### config.mk
export PLATFORM = sky130hd
export DESIGN_NAME = regfile_sb
export DESIGN_NICKNAME = d
export VERILOG_FILES = /design/src/rtl/regfile_pkg.sv /design/src/rtl/regfile_sb_board.sv /design/src/rtl/regfile_sb.sv
export SDC_FILE = /design/constraint.sdc
export NUM_CORES = 1
export LEC_CHECK = 0
export ABC_AREA = 1
export BUFFER_PORTS_ARGS = -buffer_cell sky130_fd_sc_hd__buf_2
export CAP_MARGIN = 0
export CORE_MARGIN = 1.5
export CORE_UTILIZATION = 52
export CTS_BUF_LIST = sky130_fd_sc_hd__clkbuf_8
export DETAILED_ROUTE_END_ITERATION = 6
export GPL_ROUTABILITY_DRIVEN = 1
export PLACE_DENSITY_LB_ADDON = 0.15
export SLEW_MARGIN = 20
export SYNTH_ARGS = -nofsm -noshare
export SYNTH_HDL_FRONTEND = slang
export SYNTH_SLANG_ARGS = --single-unit
export TNS_END_PERCENT = 50
### constraint.sdc
create_clock -name clk -period 2.2 [get_ports clk]
set_input_delay 0.11 -clock clk [delete_from_list [all_inputs] [get_ports clk]]
set_output_delay 0.11 -clock clk [all_outputs]
set_load 0.02 [all_outputs]
### src/rtl/regfile_pkg.sv
// rtl/regfile_pkg.sv - write-op encoding and write-value helper shared by the register file
package regfile_pkg;

    localparam logic [1:0] WR_NONE = 2'b00;
    localparam logic [1:0] WR_ONE  = 2'b01;
    localparam logic [1:0] WR_ZERO = 2'b10;
    localparam logic [1:0] WR_DATA = 2'b11;

    // Widest register the helper can serve; callers zero-extend in and truncate out.
    localparam int MAX_DATA_W = 128;

    function automatic logic [MAX_DATA_W-1:0] wrValue(
        input logic [1:0]            op,
        input logic [MAX_DATA_W-1:0] data
    );
        case (op)
            WR_ONE:  wrValue = MAX_DATA_W'(1);
            WR_ZERO: wrValue = '0;
            WR_DATA: wrValue = data;
            default: wrValue = '0;
        endcase
    endfunction

endpackage

### src/rtl/regfile_sb_board.sv
// rtl/regfile_sb_board.sv - per-register busy scoreboard, outstanding-producer count, sticky error
module regfile_sb_board
    import regfile_pkg::*;
#(
    parameter int ADDR_W  = 4,
    parameter int ZERO_R0 = 1
) (
    input  logic                 clk,
    input  logic                 rst_,
    input  logic                 iss_vld,
    input  logic [ADDR_W-1:0]    iss_addr,
    input  logic [1:0]           wr_op,
    input  logic [ADDR_W-1:0]    wr_addr,
    output logic [2**ADDR_W-1:0] busy,
    output logic [ADDR_W:0]      busy_cnt,
    output logic                 sb_err
);

    localparam int DEPTH = 2**ADDR_W;

    logic             issEff;
    logic             wrEff;
    logic             sameAddr;
    logic             cntInc;
    logic             cntDec;
    logic             errSet;
    logic [DEPTH-1:0] busyNext;

    always_comb begin
        issEff   = iss_vld && !((ZERO_R0 != 0) && (iss_addr == '0));
        wrEff    = (wr_op != WR_NONE) && !((ZERO_R0 != 0) && (wr_addr == '0));
        sameAddr = issEff && (iss_addr == wr_addr);

        // Issue applied after the clear so a newer producer on the same register wins.
        busyNext = busy;
        if (wrEff) begin
            busyNext[wr_addr] = 1'b0;
        end
        if (issEff) begin
            busyNext[iss_addr] = 1'b1;
        end

        // Inc and dec can only coincide on different registers, so the net step stays within +-1.
        cntInc = issEff && !busy[iss_addr];
        cntDec = wrEff && busy[wr_addr] && !sameAddr;
        errSet = wrEff && !busy[wr_addr] && !sameAddr;
    end

    always_ff @(posedge clk or negedge rst_) begin
        if (!rst_) begin
            busy     <= '0;
            busy_cnt <= '0;
            sb_err   <= 1'b0;
        end else begin
            busy <= busyNext;
            if (cntInc && !cntDec) begin
                busy_cnt <= busy_cnt + (ADDR_W+1)'(1);
            end else if (cntDec && !cntInc) begin
                busy_cnt <= busy_cnt - (ADDR_W+1)'(1);
            end
            if (errSet) begin
                sb_err <= 1'b1;
            end
        end
    end

endmodule

### src/rtl/regfile_sb.sv
// rtl/regfile_sb.sv - parametrised register file with RAW scoreboard and decode stall
// Optional REGFILE_SB_BYPASS_EN: same-cycle write-to-read forwarding of data and busy.
module regfile_sb
    import regfile_pkg::*;
#(
    parameter int DATA_W  = 32,
    parameter int ADDR_W  = 4,
    parameter int N_RD    = 2,
    parameter int ZERO_R0 = 1
) (
    input  logic                     clk,
    input  logic                     rst_,
    input  logic [N_RD*ADDR_W-1:0]   rd_addr,
    output logic [N_RD*DATA_W-1:0]   rd_data,
    output logic [N_RD-1:0]          rd_busy,
    output logic                     stall,
    input  logic [N_RD-1:0]          rd_en,
    input  logic [1:0]               wr_op,
    input  logic [ADDR_W-1:0]        wr_addr,
    input  logic [DATA_W-1:0]        wr_data,
    input  logic                     iss_vld,
    input  logic [ADDR_W-1:0]        iss_addr,
    output logic [ADDR_W:0]          busy_cnt,
    output logic                     sb_err
);

    localparam int DEPTH = 2**ADDR_W;

    logic [DATA_W-1:0] regs [DEPTH];
    logic [DEPTH-1:0]  busyVec;
    logic [DATA_W-1:0] wrVal;
    logic              wrHit;
    logic [ADDR_W-1:0] addrK;
    logic [DATA_W-1:0] dataK;
    logic              busyK;

    function automatic logic isZeroReg(input logic [ADDR_W-1:0] a);
        return (ZERO_R0 != 0) && (a == '0);
    endfunction

    assign wrVal = DATA_W'(wrValue(wr_op, MAX_DATA_W'(wr_data)));
    assign wrHit = (wr_op != WR_NONE) && !isZeroReg(wr_addr);

    always_ff @(posedge clk or negedge rst_) begin
        if (!rst_) begin
            for (int i = 0; i < DEPTH; i++) begin
                regs[i] <= '0;
            end
        end else if (wrHit) begin
            regs[wr_addr] <= wrVal;
        end
    end

    regfile_sb_board #(
        .ADDR_W  (ADDR_W),
        .ZERO_R0 (ZERO_R0)
    ) u_board (
        .clk      (clk),
        .rst_     (rst_),
        .iss_vld  (iss_vld),
        .iss_addr (iss_addr),
        .wr_op    (wr_op),
        .wr_addr  (wr_addr),
        .busy     (busyVec),
        .busy_cnt (busy_cnt),
        .sb_err   (sb_err)
    );

    always_comb begin
        rd_data = '0;
        rd_busy = '0;
        addrK   = '0;
        dataK   = '0;
        busyK   = 1'b0;
        for (int k = 0; k < N_RD; k++) begin
            addrK = rd_addr[k*ADDR_W +: ADDR_W];
            dataK = regs[addrK];
            busyK = busyVec[addrK];
`ifdef REGFILE_SB_BYPASS_EN
            // A retiring write is visible now; only a same-cycle reissue keeps the operand busy.
            if (wrHit && (addrK == wr_addr)) begin
                dataK = wrVal;
                busyK = iss_vld && (iss_addr == addrK);
            end
`endif
            if (isZeroReg(addrK)) begin
                dataK = '0;
                busyK = 1'b0;
            end
            rd_data[k*DATA_W +: DATA_W] = dataK;
            rd_busy[k]                  = busyK;
        end
    end

    assign stall = |(rd_en & rd_busy);

endmodule

Yosys cells after proc, flatten, opt, wreduce, memory -nomap -nowiden

Cells that the tools add are included.

Register bits: 534
Input port bits: 55
Output and inout bits: 73
Logic and storage cells: 98

Add/sub/neg operators: 2
Order comparisons: 10
Equality and inequality tests: 3
Multiplexer cells: 30
Bitwise operators: 7
Reductions and logical operators: 27

Operator list:

| operator            | count |
|---|---|
| $bwmux 512          | 1 |
| $bmux 32 s4         | 2 |
| $mux 32             | 7 |
| $demux 32 s4        | 1 |
| $pmux 32 s2         | 1 |
| $mux 16             | 2 |
| $lt 4x5->1 const B  | 4 |
| $and 16x16->16      | 1 |
| $bmux 1 s4          | 4 |
| $logic_not 4->1     | 4 |
| $not 16->16         | 1 |
| $or 16x16->16       | 1 |
| $ge 5x5->1 const B  | 3 |
| $not 4->5           | 3 |
| $logic_and 1x1->1   | 13 |
| $mux 5              | 2 |
| $demux 1 s4         | 2 |
| $ge 4x1->1 const B  | 2 |
| $mux 1              | 8 |
| $logic_not 1->1     | 7 |
| $add 5x1->5 const B | 1 |
| $lt 5x1->1 const B  | 1 |
| $sub 5x1->5 const B | 1 |
| $eq 4x4->1          | 1 |
| 5 further kinds     | 6 |

Depth between registers and ports, before layout

Gate-level depths: netlist of run 1.

Word-level depth: 9
Gate-level depth with buffers: 18
Mapped depth without buffers: 17

Cells and area by module

From an unflattened synthesis of run 1, not the netlist that was laid out.

Cells, all modules: 4,155
Area, all modules: 30,131.4 um^2

Modules (own cells, without submodules):

| module           | instances | cells each | area an instance (um^2) | sequential area each (um^2) |
|---|---|---|---|---|
| regfile_sb       | 1         | 3,933      | 28,622.5                | 12,812.3 |
| regfile_sb_board | 1         | 222        | 1,508.9                 | 550.5 |

Worst setup path after synthesis of run 1

Ideal clock, no wire load.

Path kind: flip-flop to flip-flop
From: register u_board.busy[3]
To: register u_board.busy_cnt[4]
Setup time: 0.065 ns
Data arrival time: 2.062 ns
Data required time: 2.135 ns
Setup slack: 0.073 ns
Stages on the path, launching flop included: 17
Path buffers: 0
Clock period less this slack: 2.127 ns
Cell sequence: dfrtp_1 -> inv_1 -> nor2_1 -> a21oi_1 -> nand2_1 -> nand2_1 -> nand2_1 -> o21ai_0 -> ha_1 -> inv_1 -> ha_1 -> a21oi_1 -> nor2_1 -> nor2_1 -> xor2_1 -> nand2_1 -> nand2_1

Word-level cells in the longest chain between the ends: 7
Elaborated cells between the ends (all ways): 14
Those cells by class: 5 x mux; 9 x reduce/logical

Ends and longest elaborated chain:

| item                                                 | RTL line                                       | source |
|---|---|---|
| start, declared                                      | regfile_sb_board.sv:14                         | `output logic [2**ADDR_W-1:0] busy,` |
| start signal, assigned                               | regfile_sb_board.sv:55                         | `busy <= busyNext;` |
| $bmux 1 s4, on equally long branches                 | regfile_sb_board.sv:45, regfile_sb_board.sv:44 |  |
| $mux 1, on equally long branches                     | regfile_sb_board.sv:45, regfile_sb_board.sv:44 |  |
| $logic_and 1x1->1 or $logic_not 1->1 (tied branches) | regfile_sb_board.sv:45, regfile_sb_board.sv:44 |  |
| $logic_and 1x1->1, on equally long branches          | regfile_sb_board.sv:45, regfile_sb_board.sv:44 |  |
| $logic_not 1->1, on equally long branches            | regfile_sb_board.sv:56, regfile_sb_board.sv:58 |  |
| $logic_and 1x1->1, on equally long branches          | regfile_sb_board.sv:56, regfile_sb_board.sv:58 |  |
| $mux 5 or $reduce_bool 2->1 (tied branches)          | -                                              |  |
| end signal, assigned                                 | regfile_sb_board.sv:57                         | `busy_cnt <= busy_cnt + (ADDR_W+1)'(1);` |
| end signal, assigned                                 | regfile_sb_board.sv:59                         | `busy_cnt <= busy_cnt - (ADDR_W+1)'(1);` |
| end, declared                                        | regfile_sb_board.sv:15                         | `output logic [ADDR_W:0] busy_cnt,` |

Parallel ways exist; a longest one is shown, timed or not. The select of a mux whose other input is x is not followed.
A chain may end at the register's enable or synchronous reset.

Worst setup path in the final report of run 1

From: register u_board.busy[6]
To: output stall

Word-level cells in the longest chain between the ends: 5
Elaborated cells between the ends (all ways): 8
Those cells by class: 6 x mux; 1 x bitwise; 1 x reduce/logical

Ends and longest elaborated chain:

| item                         | RTL line         | source |
|---|---|---|
| $bmux 1 s4                   | regfile_sb.sv:78 | `busyK = busyVec[addrK];` |
| $mux 1 (implied by the code) | regfile_sb.sv:78 |  |
| $mux 1                       | regfile_sb.sv:86 | `if (isZeroReg(addrK)) begin` |
| $and 2x2->2 *                | regfile_sb.sv:95 | `assign stall = \|(rd_en & rd_busy);` |
| $reduce_or 2->1 *            | regfile_sb.sv:95 |  |
| end, declared                | regfile_sb.sv:16 | `output logic stall,` |

Every way passes the cells marked *; elsewhere a longest branch is shown, timed or not. The select of a mux whose other input is x is not followed.

==> results of run 1 <==
[area by class of cell]
class / count / area share
Multi-Input combinational cell: 2819 / 0.3998
Sequential cell: 534 / 0.3901
Timing Repair Buffer: 308 / 0.07923
Clock buffer: 132 / 0.05304
Inverter: 389 / 0.04270
Tap cell: 756 / 0.02761
Clock inverter: 44 / 0.007488
Antenna cell: 1 / 0.00007305
[synth_stat cells (3+ instances only)]
cell,count,share of area
o211ai_1,256,0.064
nand2_1,1184,0.15
buf_2,156,0.026
nand4_1,3,0.00062
inv_1,366,0.046
dfrtp_1,534,0.44
a21oi_2,38,0.011
a22oi_1,8,0.0020
nor2_1,44,0.0055
nand3_1,224,0.037
clkbuf_2,3,0.00050
buf_6,20,0.0075
inv_2,21,0.0026
o22ai_1,15,0.0031
clkbuf_1,166,0.021
buf_1,21,0.0026
a21oi_1,292,0.049
o21ai_1,84,0.014
ha_1,4,0.0017
nor2_2,4,0.00083
o21ai_0,657,0.11
buf_4,6,0.0015
[per-layer routing]
layer | GRT usage | vias to the layer above | routed length, um
met5 | 0 | - | 0
met4 | 0.1253 | 0 | 3578
met3 | 0.04957 | 217 | 7169
met2 | 0.5076 | 1133 | 43670
met1 | 0.4774 | 13262 | 44270
li1 | - | 13704 | -
[per-stage QoR]
step | area (um2) | TNS [ns] | setup WS, ns
final | 34250 | 0 | 0.006180
after global routing | 34250 | -0.6034 | -0.1395
after CTS | 33980 | 0 | 0.001922
after detailed placement | 31640 | -0.8300 | -0.3272
after global placement | 31640 | -0.7095 | -0.3047
after floorplan | 30100 | 0 | 0.07295
[where the power goes]
group	internal, mW	switching (mW)	total [mW]
registers	10.9	0.713	11.6
logic	1.99	3.38	5.37
clock network	5.56	4.36	9.92
total	18.4	8.46	26.9
[state kept, by name, indices dropped and copies added (netlist names)]
signal            count
u_board.sb_err        1
u_board.busy_cnt      5
regs                512
u_board.busy         16
[final timing paths]
path / from / to / slack [ns] / depth (start not counted)
min in group asynchronous: rst_ / regs[327]$_DFFE_PN0P_ / 0.14 / 3
max in group asynchronous: rst_ / regs[485]$_DFFE_PN0P_ / 1.56 / 3
min: wr_data[2] / regs[258]$_DFFE_PN0P_ / 0.03 / 3
max reg2reg: u_board.busy[1]$_DFF_PN0_ / u_board.busy_cnt[4]$_DFFE_PN0P_ / 0.006 / 17
max: u_board.busy[6]$_DFF_PN0_ / stall / 0.006 / 12
min reg2reg: regs[485]$_DFFE_PN0P_ / regs[485]$_DFFE_PN0P_ / 0.39 / 0
[worst reg2reg max path: cells and delay by family, from the launching register on]
kind | cells | cell delay, ns
compound gates | 2 | 0.12
simple gates | 9 | 0.64
flops | 1 | 0.38
buf+inv | 3 | 0.26
fa+ha+maj | 2 | 0.55
xor+xnor | 1 | 0.14
[cells by family after synthesis]
group                      count (synthesis)  synth area share
adders and majority gates                  5          0.002328
AOI/OAI and AO/OA                       1351            0.2520
and+or+nand+nor                         1460            0.1922
buffers and inverters                    764            0.1085
DFF                                      534            0.4440
xor gates and xnor gates                   3         0.0008732
[timing repair]
action | CTS | global route
hold endpoints to repair | 605 | 0
resized for setup | 17 | 88
setup buffers | 1 | 4
pin swaps | 1 | 26
endpoints found under the setup margin | 13 | 34
hold buffers | 18 | 0
gates cloned | 0 | 0
==> impl_metrics.csv, run 1 <==
group,metric,value,unit
status,status,"finished clean",
placement,gp_congestion,0.9304,
setup_path,crit_required,2.09,ns
global_route,antenna_found_initial,4,
timing,rsz0062_at_grt,"true",
worst_hold_path,hp-class,"input port to flop",
global_route,grt_pass1_vias,26204,
placement,port_buffers,127,
power_and_ir_drop,power.static_leakage,16.05,nW
clock_tree,clk_pin_slew,0.06,ns
setup_path,crit_type,"flop to output pin",
drt,drtIter0Drc,2863,
drt,vias,28316,
clock_tree,cts_tree,"done",
floorplanning,rows,87,
drt,viasPerCell,5.683,
timing,fin_crit_sh,0.9972,
setup_path,cp_top_family,"simple AND/OR/NAND/NOR gates",
global_route,grt_pass1_wl,153100,um
clock_tree,cts_root_buf,"clkbuf_8",
timing,drv_slew,0,
setup_path,crit_top_cell,"nand2_1",
placement,hpwl,60260,um
floorplanning,dieWidth,243.6,um
run,drv_cap,0,
timing,setup_viol,0,
final_layout,drive_gt1_frac,0.1313,
timing,fin_skew,0.01030,ns
power_and_ir_drop,finalPower,26.88,mW
synth,synth_flop_cell,"dfrtp_1",
floorplanning,ios,128,
synth,synth_area,30100,um2
drt,routedWlPerCell,19.81,um
clock_tree,clock_path_buffers,3,
synth,synth_warnings,0,
power_and_ir_drop,p_per_area,784.8,nW/um2
power_and_ir_drop,ir_worst_vdd,0.5303,mV
timing,finalHoldWorstSlack,0.02790,ns
clock_tree,clk_latency,0.70,ns
synth,async_flop_share,1.000,
synth,ys_seq_area_frac,0.4440,
drt,wl,98690,um
clock_tree,htreeDepth,3,
clock_tree,numCtsBuffers,96,
synth,yosysUniqueCellTypes,31,
setup_path,crit_path_max_incr_delay,0.39,ns
floorplanning,die_area,59330,um2
final_layout,nets,4208,
setup_path,path_cells,"buf_4, inv_1, nand2_1, nand3_1, nand2_1, nand2_1, nand2_1, inv_1, nand2_1, nand3_1, nand2_1, buf_4",
synth,synth_fp_nets,4177,
drt,drc,0,
setup_path,cp_slowest_cell,"dfrtp_1",
floorplanning,start_util,0.5296,
final_layout,final_common_cell,"nand2_1",
synth,syn_inst,4117,
final_layout,finish.utilization,0.6028,
final_layout,most-common-layout-cells,"nand2_1, o21ai_0, dfrtp_1",
final_layout,final_cells,4983,
global_route,grt_max_degree,133,
timing,finalHoldViolCount,0,
timing,max_freq,0.4558,GHz
final_layout,regArea,13360,um2
floorplanning,fp.coreArea,56820,um2
global_route,track_usage,0.3321,
synth,avgSynthCellArea,7.310,um2
synth,synth-seq-cells,534,
final_layout,syn2layout_area_growth,13.82,%
clock_tree,cts.sinks,534,
drt,detail-route-antenna-nets,0,
placement,placedCellCount,4783,
final_layout,fillerInstances,5390,
setup_path,arrival,2.08,ns
setup_path,critPathBufInv,4,
setup_path,critPathCaptureType,"output pin",
setup_path,crit_path_start_kind,"flop",
global_route,grt_overflow,0,
timing,timing.final.crit_period,2.194,ns
final_layout,multiInputGateArea,13690,um2
drt,dr.pass1.iters,6,
timing,tightest_slew,0.7611,ns
floorplanning,chipHeight,243.6,um
synth,synth-edff-count,0,
timing,maxSlewHeadroom,0.4914,
setup_path,crit_fanout,3,
(Power assumes the default switching activity.)
==> run 2, diff against run 1 <==
CORE_ASPECT_RATIO = 2   (was default)
==> impl_metrics.csv, run 2 (synthesized netlist as in run 1, its figures left out) <==
group,metric,value,unit
status,status,"complete, but fails checks",
status,failed_checks,"negative setup slack",
floorplanning,chipHeight,343.2,um
placement,placedCellCount,4774,
final_layout,top_register,"regs",
power_and_ir_drop,clock_power_share,0.332,
placement,hpwl,61670,um
final_layout,drive_gt1_frac,0.1202,
setup_path,crit_type,"flop to flop",
power_and_ir_drop,intPower,17.18,mW
clock_tree,cts.sinks,534,
placement,gp_congestion,0.9609,
drt,routedWlPerCell,20.58,um
timing,finalHoldViolCount,0,
timing,fin_crit_sh,1.019,
power_and_ir_drop,p_sw,8.125,mW
timing,tns,-0.06520,ns
timing,setup_viol,2,
power_and_ir_drop,power.static_leakage,15.80,nW
power_and_ir_drop,p_seq_frac,0.457,
power_and_ir_drop,ir_worst_vdd,0.5581,mV
timing,max_freq,0.4462,GHz
setup_path,crit_top_cell,"nand2_1",
placement,port_buffers,127,
final_layout,final_cells,4927,
global_route,grt_pass1_wl,157100,um
timing,finalHoldWorstSlack,0.06080,ns
setup_path,cp_slowest_cell,"dfrtp_1",
timing,setup_slack,-0.04135,ns
final_layout,most-common-layout-cells,"nand2_1, o21ai_0, dfrtp_1",
setup_path,crit_required,2.82,ns
setup_path,path_cells,"buf_4, a22oi_2, nand2_1, nand2_1, nand3_1, nor2_2, ha_2, inv_1, ha_1, inv_1, nor2_1, nor2_1, xor2_1, nand2_1, nand2_1",
drt,detail-route-antenna-nets,0,
final_layout,nets,4171,
timing,fin_skew,0.02355,ns
clock_tree,cts_root_buf,"clkbuf_8",
worst_hold_path,hp-class,"input port to flop",
timing,drv_slew,0,
power_and_ir_drop,comb_power_share,0.211,
setup_path,arrival,2.86,ns
global_route,track_usage,0.3429,
timing,timing.final.crit_period,2.241,ns
final_layout,largest_reg_flops,512,
drt,wl,101400,um
global_route,grt_pass1_vias,27236,
placement,place_ws,-0.3210,ns
floorplanning,fp.coreArea,57250,um2
setup_path,crit_path_max_incr_delay,0.39,ns
power_and_ir_drop,power_switching_share,0.3211,
drt,drc,0,
timing,tightest_slew,0.8655,ns
drt,drtIter0Drc,2826,
final_layout,syn2layout_area_growth,12.14,%
clock_tree,numCtsBuffers,81,
drt,viasPerCell,5.828,
global_route,antenna_found_initial,2,
drt,vias,28713,
floorplanning,ios,128,
final_layout,final_common_cell,"nand2_1",
clock_tree,clk_pin_slew,0.06,ns
setup_path,crit_fanout,3,
clock_tree,clk_latency,0.68,ns
run,drv_cap,0,
clock_tree,cts_tree,"done",
clock_tree,htreeDepth,3,
global_route,grt_overflow,0,
floorplanning,start_util,0.5257,
timing,rsz0062_at_grt,"true",
timing,maxSlewHeadroom,0.4230,
floorplanning,rows,124,
clock_tree,clock_path_buffers,3,
final_layout,reg.largest.list,"regs x512, u_board.busy x16, u_board.busy_cnt x5",
power_and_ir_drop,p_per_area,749.9,nW/um2
global_route,grt_max_degree,99,
setup_path,critPathCaptureType,"flop",
floorplanning,dieWidth,173.1,um
setup_path,crit_path_start_kind,"flop",
drt,dr.pass1.iters,6,
floorplanning,die_area,59410,um2
power_and_ir_drop,finalPower,25.31,mW
run 2: worst max-delay path: cells and delay by family, from the launching register on:
kind	cells	cell delay [ns]
AO/OA/AOI/OAI	1	0.22
XOR/XNOR	1	0.16
adder cells (fa/ha/maj)	2	0.50
buffers and inverters	3	0.31
flip-flops	1	0.39
AND/OR/NAND/NOR	8	0.65
run 2: layer usage:
layer	routed length [um]	GRT usage	part of all wire
met4	4853	0.1734	0.048
met3	7236	0.04907	0.071
met5	0	0	0
met2	49480	0.5817	0.49
met1	39840	0.4284	0.39
run 2: power groups by stage:
stage               clock (mW)  sequential, mW  combinational [mW]
CTS                       8.54            11.5                5.26
global placement             0            11.7                5.08
global route              8.97            11.7                5.99
detailed placement           0            11.7                5.15
floorplan                    0            11.6                3.36
finish                    8.40            11.6                5.35
run 2: cell type report:
cell class                      instances  area [um2]
Timing Repair Buffer                  286        2683
Multi-Input combinational cell       2819       13670
Fill cell                            5475       23500
Clock buffer                          102        1404
Antenna cell                            3       7.507
Inverter                              389        1463
Tap cell                              756       945.9
Clock inverter                         38       211.5
Sequential cell                       534       13360
run 2: repair_timing:
item | 4_1_cts | 5_1_grt
resized for setup | 12 | 56
endpoints found under the setup margin | 3 | 24
pin swaps | 6 | 10
hold endpoints to repair | 563 | 0
hold buffers | 9 | 0
buffers inserted | 1 | 0
run 2: worst paths after layout:
kind / end / start / slack [ns] / depth (start not counted)
max in group asynchronous: regs[305]$_DFFE_PN0P_ / rst_ / 1.56 / 4
min reg2reg: regs[496]$_DFFE_PN0P_ / regs[496]$_DFFE_PN0P_ / 0.40 / 0
min in group asynchronous: regs[491]$_DFFE_PN0P_ / rst_ / 0.10 / 3
min: u_board.busy[4]$_DFF_PN0_ / iss_addr[1] / 0.06 / 5
max reg2reg: u_board.busy_cnt[4]$_DFFE_PN0P_ / u_board.busy[3]$_DFF_PN0_ / -0.04 / 15
max: u_board.busy_cnt[4]$_DFFE_PN0P_ / u_board.busy[3]$_DFF_PN0_ / -0.04 / 15
run 2: through the flow:
step | util | area, um2
2_1_floorplan | - | 30100
3_3_place_gp | 0.5554 | 31800
3_5_place_dp | 0.5554 | 31800
4_1_cts | 0.5864 | 33570
5_1_grt | 0.5894 | 33740
6_report | 0.5895 | 33750
